[config.mk]
export PLATFORM = sky130hd
export DESIGN_NAME = bram_port_arbiter
export DESIGN_NICKNAME = d
export VERILOG_FILES = /design/src/rtl/bram_port_arbiter.sv
export SDC_FILE = /design/constraint.sdc
export NUM_CORES = 1
export LEC_CHECK = 0
export BUFFER_PORTS_ARGS = -buffer_cell sky130_fd_sc_hd__buf_4
export CAP_MARGIN = 20
export CORE_MARGIN = 4
export CORE_UTILIZATION = 44
export CTS_BUF_LIST = sky130_fd_sc_hd__clkbuf_4
export DETAILED_ROUTE_END_ITERATION = 16
export HOLD_SLACK_MARGIN = 0.06
export MAX_ROUTING_LAYER = met4
export PLACE_DENSITY = 0.84
export SLEW_MARGIN = 40
export SYNTH_ARGS = -nofsm -noshare
export SYNTH_HDL_FRONTEND = slang
export SYNTH_SLANG_ARGS = --single-unit
export TNS_END_PERCENT = 20
[constraint.sdc]
create_clock -name clk -period 1.7 [get_ports clk]
set_input_delay 0.085 -clock clk [delete_from_list [all_inputs] [get_ports clk]]
set_output_delay 0.085 -clock clk [all_outputs]
set_load 0.01 [all_outputs]
[src/rtl/bram_port_arbiter.sv]
// bram_port_arbiter: fixed-priority DISP/CPU access to one BRAM with a CPU starvation guard and tagged read return
module bram_port_arbiter #(
  parameter int C_S_AXI_ADDR_WIDTH = 32,
  parameter int C_MAX_WAIT = 8
) (
  input  logic                          clk,
  input  logic                          reset,
  input  logic                          disp_req,
  input  logic [C_S_AXI_ADDR_WIDTH-1:0] disp_addr,
  output logic                          disp_ack,
  output logic                          disp_rvalid,
  output logic [7:0]                    disp_rdata,
  input  logic                          cpu_req,
  input  logic                          cpu_we,
  input  logic                          cpu_byte_enable,
  input  logic [C_S_AXI_ADDR_WIDTH-1:0] cpu_addr,
  input  logic [7:0]                    cpu_wdata,
  output logic                          cpu_ack,
  output logic                          cpu_rvalid,
  output logic [7:0]                    cpu_rdata,
  output logic [C_S_AXI_ADDR_WIDTH-1:0] mem_waddr,
  output logic [7:0]                    mem_write_data,
  output logic                          mem_write_enable,
  output logic                          mem_byte_enable,
  output logic [C_S_AXI_ADDR_WIDTH-1:0] mem_raddr,
  input  logic [7:0]                    mem_read_data
);
  localparam int CW = $clog2(C_MAX_WAIT + 1);
  logic [CW-1:0] wait_cnt;
  logic tag1_rd, tag1_cpu, tag2_rd, tag2_cpu;
  logic cpu_rd;
  always_comb begin
    cpu_ack = ~reset & cpu_req & (~disp_req | (wait_cnt == CW'(C_MAX_WAIT)));
    disp_ack = ~reset & disp_req & ~cpu_ack;
    cpu_rd = cpu_ack & ~cpu_we;
    cpu_rvalid = tag2_rd & tag2_cpu;
    disp_rvalid = tag2_rd & ~tag2_cpu;
    cpu_rdata = mem_read_data;
    disp_rdata = mem_read_data;
  end
  always_ff @(posedge clk) begin
    if (reset) begin
      wait_cnt <= '0;
      tag1_rd <= 1'b0;
      tag1_cpu <= 1'b0;
      tag2_rd <= 1'b0;
      tag2_cpu <= 1'b0;
      mem_write_enable <= 1'b0;
      mem_byte_enable <= 1'b0;
      mem_waddr <= '0;
      mem_write_data <= '0;
      mem_raddr <= '0;
    end else begin
      wait_cnt <= (cpu_req & ~cpu_ack) ? wait_cnt + 1'b1 : '0;
      tag1_rd <= cpu_rd | disp_ack;
      tag1_cpu <= cpu_rd;
      tag2_rd <= tag1_rd;
      tag2_cpu <= tag1_cpu;
      mem_write_enable <= cpu_ack & cpu_we;
      mem_raddr <= cpu_rd ? cpu_addr : disp_ack ? disp_addr : mem_raddr;
      if (cpu_ack & cpu_we) begin
        mem_waddr <= cpu_addr;
        mem_write_data <= cpu_wdata;
        mem_byte_enable <= cpu_byte_enable;
      end
    end
  end
endmodule
---- After elaboration in Yosys (flattened, before gate mapping) ----
Index checks and enable logic that the tools add are counted.
storage, ports and cells
  flip-flop bits (word level) ............. 82
  latch bits .............................. 0
  bits in writable memories ............... 0
  ROM bits ................................ 0
  input bits .............................. 86
  output and inout bits ................... 94
  logic and storage cells ................. 33
  memories kept ........................... 0
cells by class
  add/subtract/negate cells ............... 1
  multiply operators ...................... 0
  div/mod/pow operators ................... 0
  order comparisons ....................... 0
  eq/ne operators ......................... 1
  shift-type cells ........................ 0
  muxes and demuxes ....................... 2
  bitwise gates (word level) .............. 17
  reductions and logical operators ........ 2
operators with widths
  kind                   count
  $mux W32               2
  $and A1 B1 Y1          9
  $not A1 Y1             6
  $add A4 B1 Y4 const B  1
  $eq A4 B4 Y1 const B   1
  $or A1 B1 Y1           2
  $reduce_bool A2 Y1     1
  $reduce_or A2 Y1       1

---- Longest topological paths before layout ----
  depth after elaboration ................. 7
  gate-level depth with buffers ........... 7
  depth with buffers taken out ............ 5

---- Worst setup path after synthesis ----
No wires, ideal clock.
  kind .................................... reg-to-reg
  start ................................... register wait_cnt[0]
  end ..................................... register mem_byte_enable
  library setup time ...................... 0.121 ns
  data arrival time ....................... 1.586 ns
  data required time ...................... 1.579 ns
  setup slack ............................. -0.007 ns
  stages on the path, launching flop included .. 8
  path buffers ............................ 2
  clock period less this slack ............ 1.707 ns
  cell sequence ........................... dfxtp_1 inv_1 ha_1 nand3b_4 a211o_1 buf_2 buf_6 mux2_4
between the ends
  cells in the longest elaborated chain, start to end .. 4
ends and longest elaborated chain
  item                      RTL line  RTL
  start: declaration        29        logic [CW-1:0] wait_cnt;
  start signal: assignment  54        wait_cnt <= (cpu_req & ~cpu_ack) ? wait_cnt + 1'b1 : '0;
  $eq A4 B4 Y1              33        cpu_ack = ~reset & cpu_req & (~disp_req | (wait_cnt == CW'(C_MAX_WAIT)));
  $or A1 B1 Y1              33
  $and A1 B1 Y1             33
  $and A1 B1 Y1             61        if (cpu_ack & cpu_we) begin
  end signal: assignment    64        mem_byte_enable <= cpu_byte_enable;
  end: declaration          24        output logic mem_byte_enable,
No other way between the ends.
A chain may end at the register's enable or synchronous reset.

---- Worst setup path in the final report ----
  start ................................... register wait_cnt[0]
  end ..................................... register mem_raddr[19]
between the ends
  cells in the longest elaborated chain, start to end .. 6
  elaborated cells between the ends (all ways) .. 8
  those cells by class .................... eq/ne (1); mux (1); bitwise (5); reduce/logical (1)
ends and longest elaborated chain
  item                          RTL line  RTL
  $eq A4 B4 Y1 *                33
  $or A1 B1 Y1 *                33
  $and A1 B1 Y1 *               33
  $not A1 Y1                    34        disp_ack = ~reset & disp_req & ~cpu_ack;
  $and A1 B1 Y1                 34
  $reduce_bool A2 Y1 (no line)  -
  end signal: assignment        60        mem_raddr <= cpu_rd ? cpu_addr : disp_ack ? disp_addr : mem_raddr;
  end: declaration              25        output logic [C_S_AXI_ADDR_WIDTH-1:0] mem_raddr,
Mark *: on every way between the ends. The rest lies on a longest branch, timed or not.

==> flow_metrics.py <==
metrics = {
    "placed_design": {
        "placed_area_sq_mm": 0.005059,
        "pre_cts_slack_ns": -0.02151,
        "dp_hpwl_mm": 8.141,
        "gp_congestion": 0.7844,
        "io_buffers": 155,
        "dp_cells": 609,
    },
    "power_and_ir_drop": {
        "p_clk_share_pct": 27.6,
        "power_frac_comb_pct": 20.7,
        "p_leak_nw": 2.744,
        "internal-power_w": 0.002929,
        "p_seq_share_pct": 51.7,
        "sw_frac_of_total_pct": 26.54,
        "ir_drop_v": 0.0003965,
        "totalPowerFinal_w": 0.003988,
        "switching_power_w": 0.001058,
        "p_per_area_mw_per_mm2": 637.4,
    },
    "critical_path": {
        "endpoint_kind": "flip-flop",
        "critPathMaxFanout": 15,
        "r2r_setup_slack_ns": -0.01,
        "r2r_end": "mem_raddr[19]$_SDFFE_PP0P_",
        "reg2regPathDepth": 8,
        "start_kind": "flip-flop",
        "cp.required_ns": 2.00,
        "cp.arrival_ns": 2.01,
        "path_class": "flip-flop to flip-flop",
        "r2r_start": "wait_cnt[0]$_SDFF_PP0_",
    },
    "sta": {
        "setup_viol": 3,
        "period_share_pct": 100.7,
        "finalCriticalPeriod_ns": 1.711,
        "worst-slew-pin-transition_ns": 0.4792,
        "slew_headroom_pct": 68.05,
        "rsz0062_at_grt": "yes",
        "max_freq_mhz": 584.4,
        "skew_ns": 0.01708,
        "setup_ws_ns": -0.01112,
        "finalHoldViolCount": 0,
        "whs_ns": 0.1469,
        "timing.final.max_slew_violations": 0,
    },
    "run_status": {
        "outcome": "finished, violations left",
        "violations": "negative setup slack",
    },
    "grt": {
        "grt.total_usage_pct": 23.76,
        "grt_pass1_wl_mm": 19.07,
        "antenna_found_initial": 0,
        "grt_pass1_vias": 3944,
        "grt-ovfl-total": 0,
        "grt_max_degree": 40,
    },
    "die": {
        "row_count": 34,
        "io_pins": 180,
        "die_height_um": 102.2,
        "core_area_sq_mm": 0.008678,
        "die_width_um": 102.2,
        "die-area_sq_mm": 0.01045,
        "start_util_pct": 45.01,
    },
    "synth": {
        "yosys_warnings": 0,
        "seq_area_frac_synth_pct": 42.02,
        "syn_area_sq_mm": 0.003906,
        "synth-seq-cells": 82,
        "synth_fp_nets": 470,
        "syn-instance-count": 382,
        "ys_types": 29,
        "avgSynthCellArea_sq_um": 10.23,
    },
    "cts": {
        "cts-buffers-inserted": 9,
        "cts_tree": "built",
        "cts_num_sinks": 82,
        "clk_root_buffer_cell": "clkbuf_4",
        "cts_buffer_depth": 2,
        "clk_pin_slew_ns": 0.13,
        "htreeDepth": 3,
        "clock_latency_ns": 0.40,
    },
    "drt": {
        "dr.first_iter.drc_count": 160,
        "post-route-drc-count": 0,
        "viasPerCell": 5.437,
        "wire_per_inst_um": 18.60,
        "postRouteAntennaNets": 0,
        "routed_wl_mm": 13.24,
        "dr.pass1.iters": 5,
        "vias": 3871,
    },
    "finish": {
        "instances_no_fill": 712,
        "antenna-diode-count": 0,
        "fin_area_sq_mm": 0.006256,
        "final_nets": 687,
        "area_delta_synth_final_pct": 60.15,
        "drive_gt1_share_pct": 45.36,
    },
    "hold_path": {
        "hp-class": "input port to flip-flop",
        "hold_start": "disp_req",
        "hold_depth": 3,
        "whs_endpoint": "wait_cnt[0]$_SDFF_PP0_",
    },
    "job": {
        "cap_violations": 0,
    },
}
==> power by group through the flow <==
stage | clock, W | sequential (W) | combinational [W]
4_1_cts | 0.00111 | 0.00206 | 0.000777
6_report | 0.00110 | 0.00206 | 0.000825
5_1_grt | 0.00119 | 0.00207 | 0.000876
3_5_place_dp | 0 | 0.00210 | 0.000631
3_3_place_gp | 0 | 0.00210 | 0.000617
2_1_floorplan | 0 | 0.00213 | 0.000282
==> layout by cell type, fill, tap and decap left out, types with 2 or more instances in the layout <==
cell type	Yosys	layout
buf_4	16	179
o21ai_0	32	32
nand4b_1	2	2
nor2b_1	45	44
clkinvlp_4	0	2
a211oi_1	32	31
dfxtp_2	0	2
buf_8	0	2
clkbuf_4	0	9
nand3_1	33	33
a311oi_1	32	10
dlygate4sd3_1	0	75
mux2_4	39	39
clkinv_1	0	4
mux2_1	2	2
nor2_1	5	4
inv_1	5	3
buf_12	0	3
a311oi_2	0	22
inv_2	1	3
buf_6	8	4
dfxtp_1	82	80
==> layout make-up <==
| type | count | area [sq um] |
|---|---|---|
| Clock inverter | 7 | 60.06 |
| Inverter | 6 | 22.52 |
| Tap cell | 108 | 135.1 |
| Multi-Input combinational cell | 236 | 2072 |
| Clock buffer | 9 | 67.56 |
| Sequential cell | 82 | 1644 |
| Timing Repair Buffer | 264 | 2255 |
| Fill cell | 612 | 2422 |
==> worst max-delay path, cell delays in order (launching register included) <==
cell and delay (ns):
dfxtp_2 0.35, inv_2 0.06, ha_4 0.15, nand3b_4 0.09, buf_8 0.14, buf_4 0.17, a21o_1 0.23, buf_6 0.18
a311oi_1 0.23
==> registers in the layout, indices dropped and copies added (netlist names) <==
name / count
mem_raddr: 32
tag2_cpu: 1
mem_byte_enable: 1
wait_cnt: 4
mem_write_enable: 1
mem_waddr: 32
mem_write_data: 8
tag2_rd: 1
tag1_cpu: 1
tag1_rd: 1
==> worst max-delay path by stage <==
stage                           start                            to  depth (start not counted)
4_1_cts        wait_cnt[1]$_SDFF_PP0_                       cpu_ack                          7
3_3_place_gp   wait_cnt[1]$_SDFF_PP0_     mem_waddr[3]$_SDFFE_PP0P_                          6
5_1_grt        wait_cnt[0]$_SDFF_PP0_    mem_raddr[10]$_SDFFE_PP0P_                          8
6_report       wait_cnt[0]$_SDFF_PP0_    mem_raddr[19]$_SDFFE_PP0P_                          8
3_5_place_dp   wait_cnt[1]$_SDFF_PP0_     mem_waddr[3]$_SDFFE_PP0P_                          6
2_1_floorplan  wait_cnt[0]$_SDFF_PP0_  mem_byte_enable$_SDFFE_PP0P_                          7
==> metrics by stage <==
| stage | TNS (ns) | utilization (%) |
|---|---|---|
| 6_report | -0.01877 | 72.09 |
| 5_1_grt | -1.191 | 72.09 |
| 4_1_cts | 0 | 69.18 |
| 3_5_place_dp | -0.06650 | 58.29 |
| 3_3_place_gp | 0 | 58.29 |
| 2_1_floorplan | 0 | - |
==> synth_stat cells <==
cell      count  area share, %
a211o_1       1           0.22
a211oi_1     32            6.1
a21o_1        1           0.19
a21oi_1       1           0.13
a311oi_1     32            7.2
and2_1        1           0.16
and4b_1       1           0.26
buf_2         4           0.51
buf_4        16            3.1
buf_6         8            2.3
clkbuf_1     30            2.9
dfxtp_1      82             42
ha_1          2           0.64
inv_1         5           0.48
inv_2         1          0.096
mux2_1        2           0.58
mux2_4       39             15
nand2b_1      1           0.16
nand3_1      33            4.2
nand3b_4      1           0.51
nand4b_1      2           0.45
nor2_1        5           0.48
nor2b_1      45            7.2
o21ai_0      32            4.1
o21ai_1       1           0.13
or2b_1        1           0.19
or3b_1        1           0.22
xnor2_1       1           0.22
xor2_1        1           0.22
==> logic make-up after synthesis <==
logic type	share of synthesized area (%)
AO/OA/AOI/OAI	18.10
AND/OR/NAND/NOR	13.87
flip-flops	42.02
buffers and inverters	9.353
multiplexers	15.57
XOR/XNOR	0.4485
adder cells (fa/ha/maj)	0.6405
==> routing by layer <==
metal | track usage (%) | part of all wire [%] | vias up
met4 | 10.29 | 3.1 | 0
li1 | - | - | 1811
met5 | - | 0 | -
met2 | 39.93 | 50 | 168
met1 | 27.55 | 40 | 1852
met3 | 4.642 | 6.2 | 40
==> timing repair <==
item | 4_1_cts | 5_1_grt
hold buffers | 75 | 0
gates resized for setup | 14 | 28
gates cloned | 0 | 1
setup endpoints to repair | 12 | 44
pin swaps | 2 | 2
setup buffers | 2 | 9
endpoints found under the hold margin | 79 | 0
Note: power is estimated with default switching activity, not from simulation.
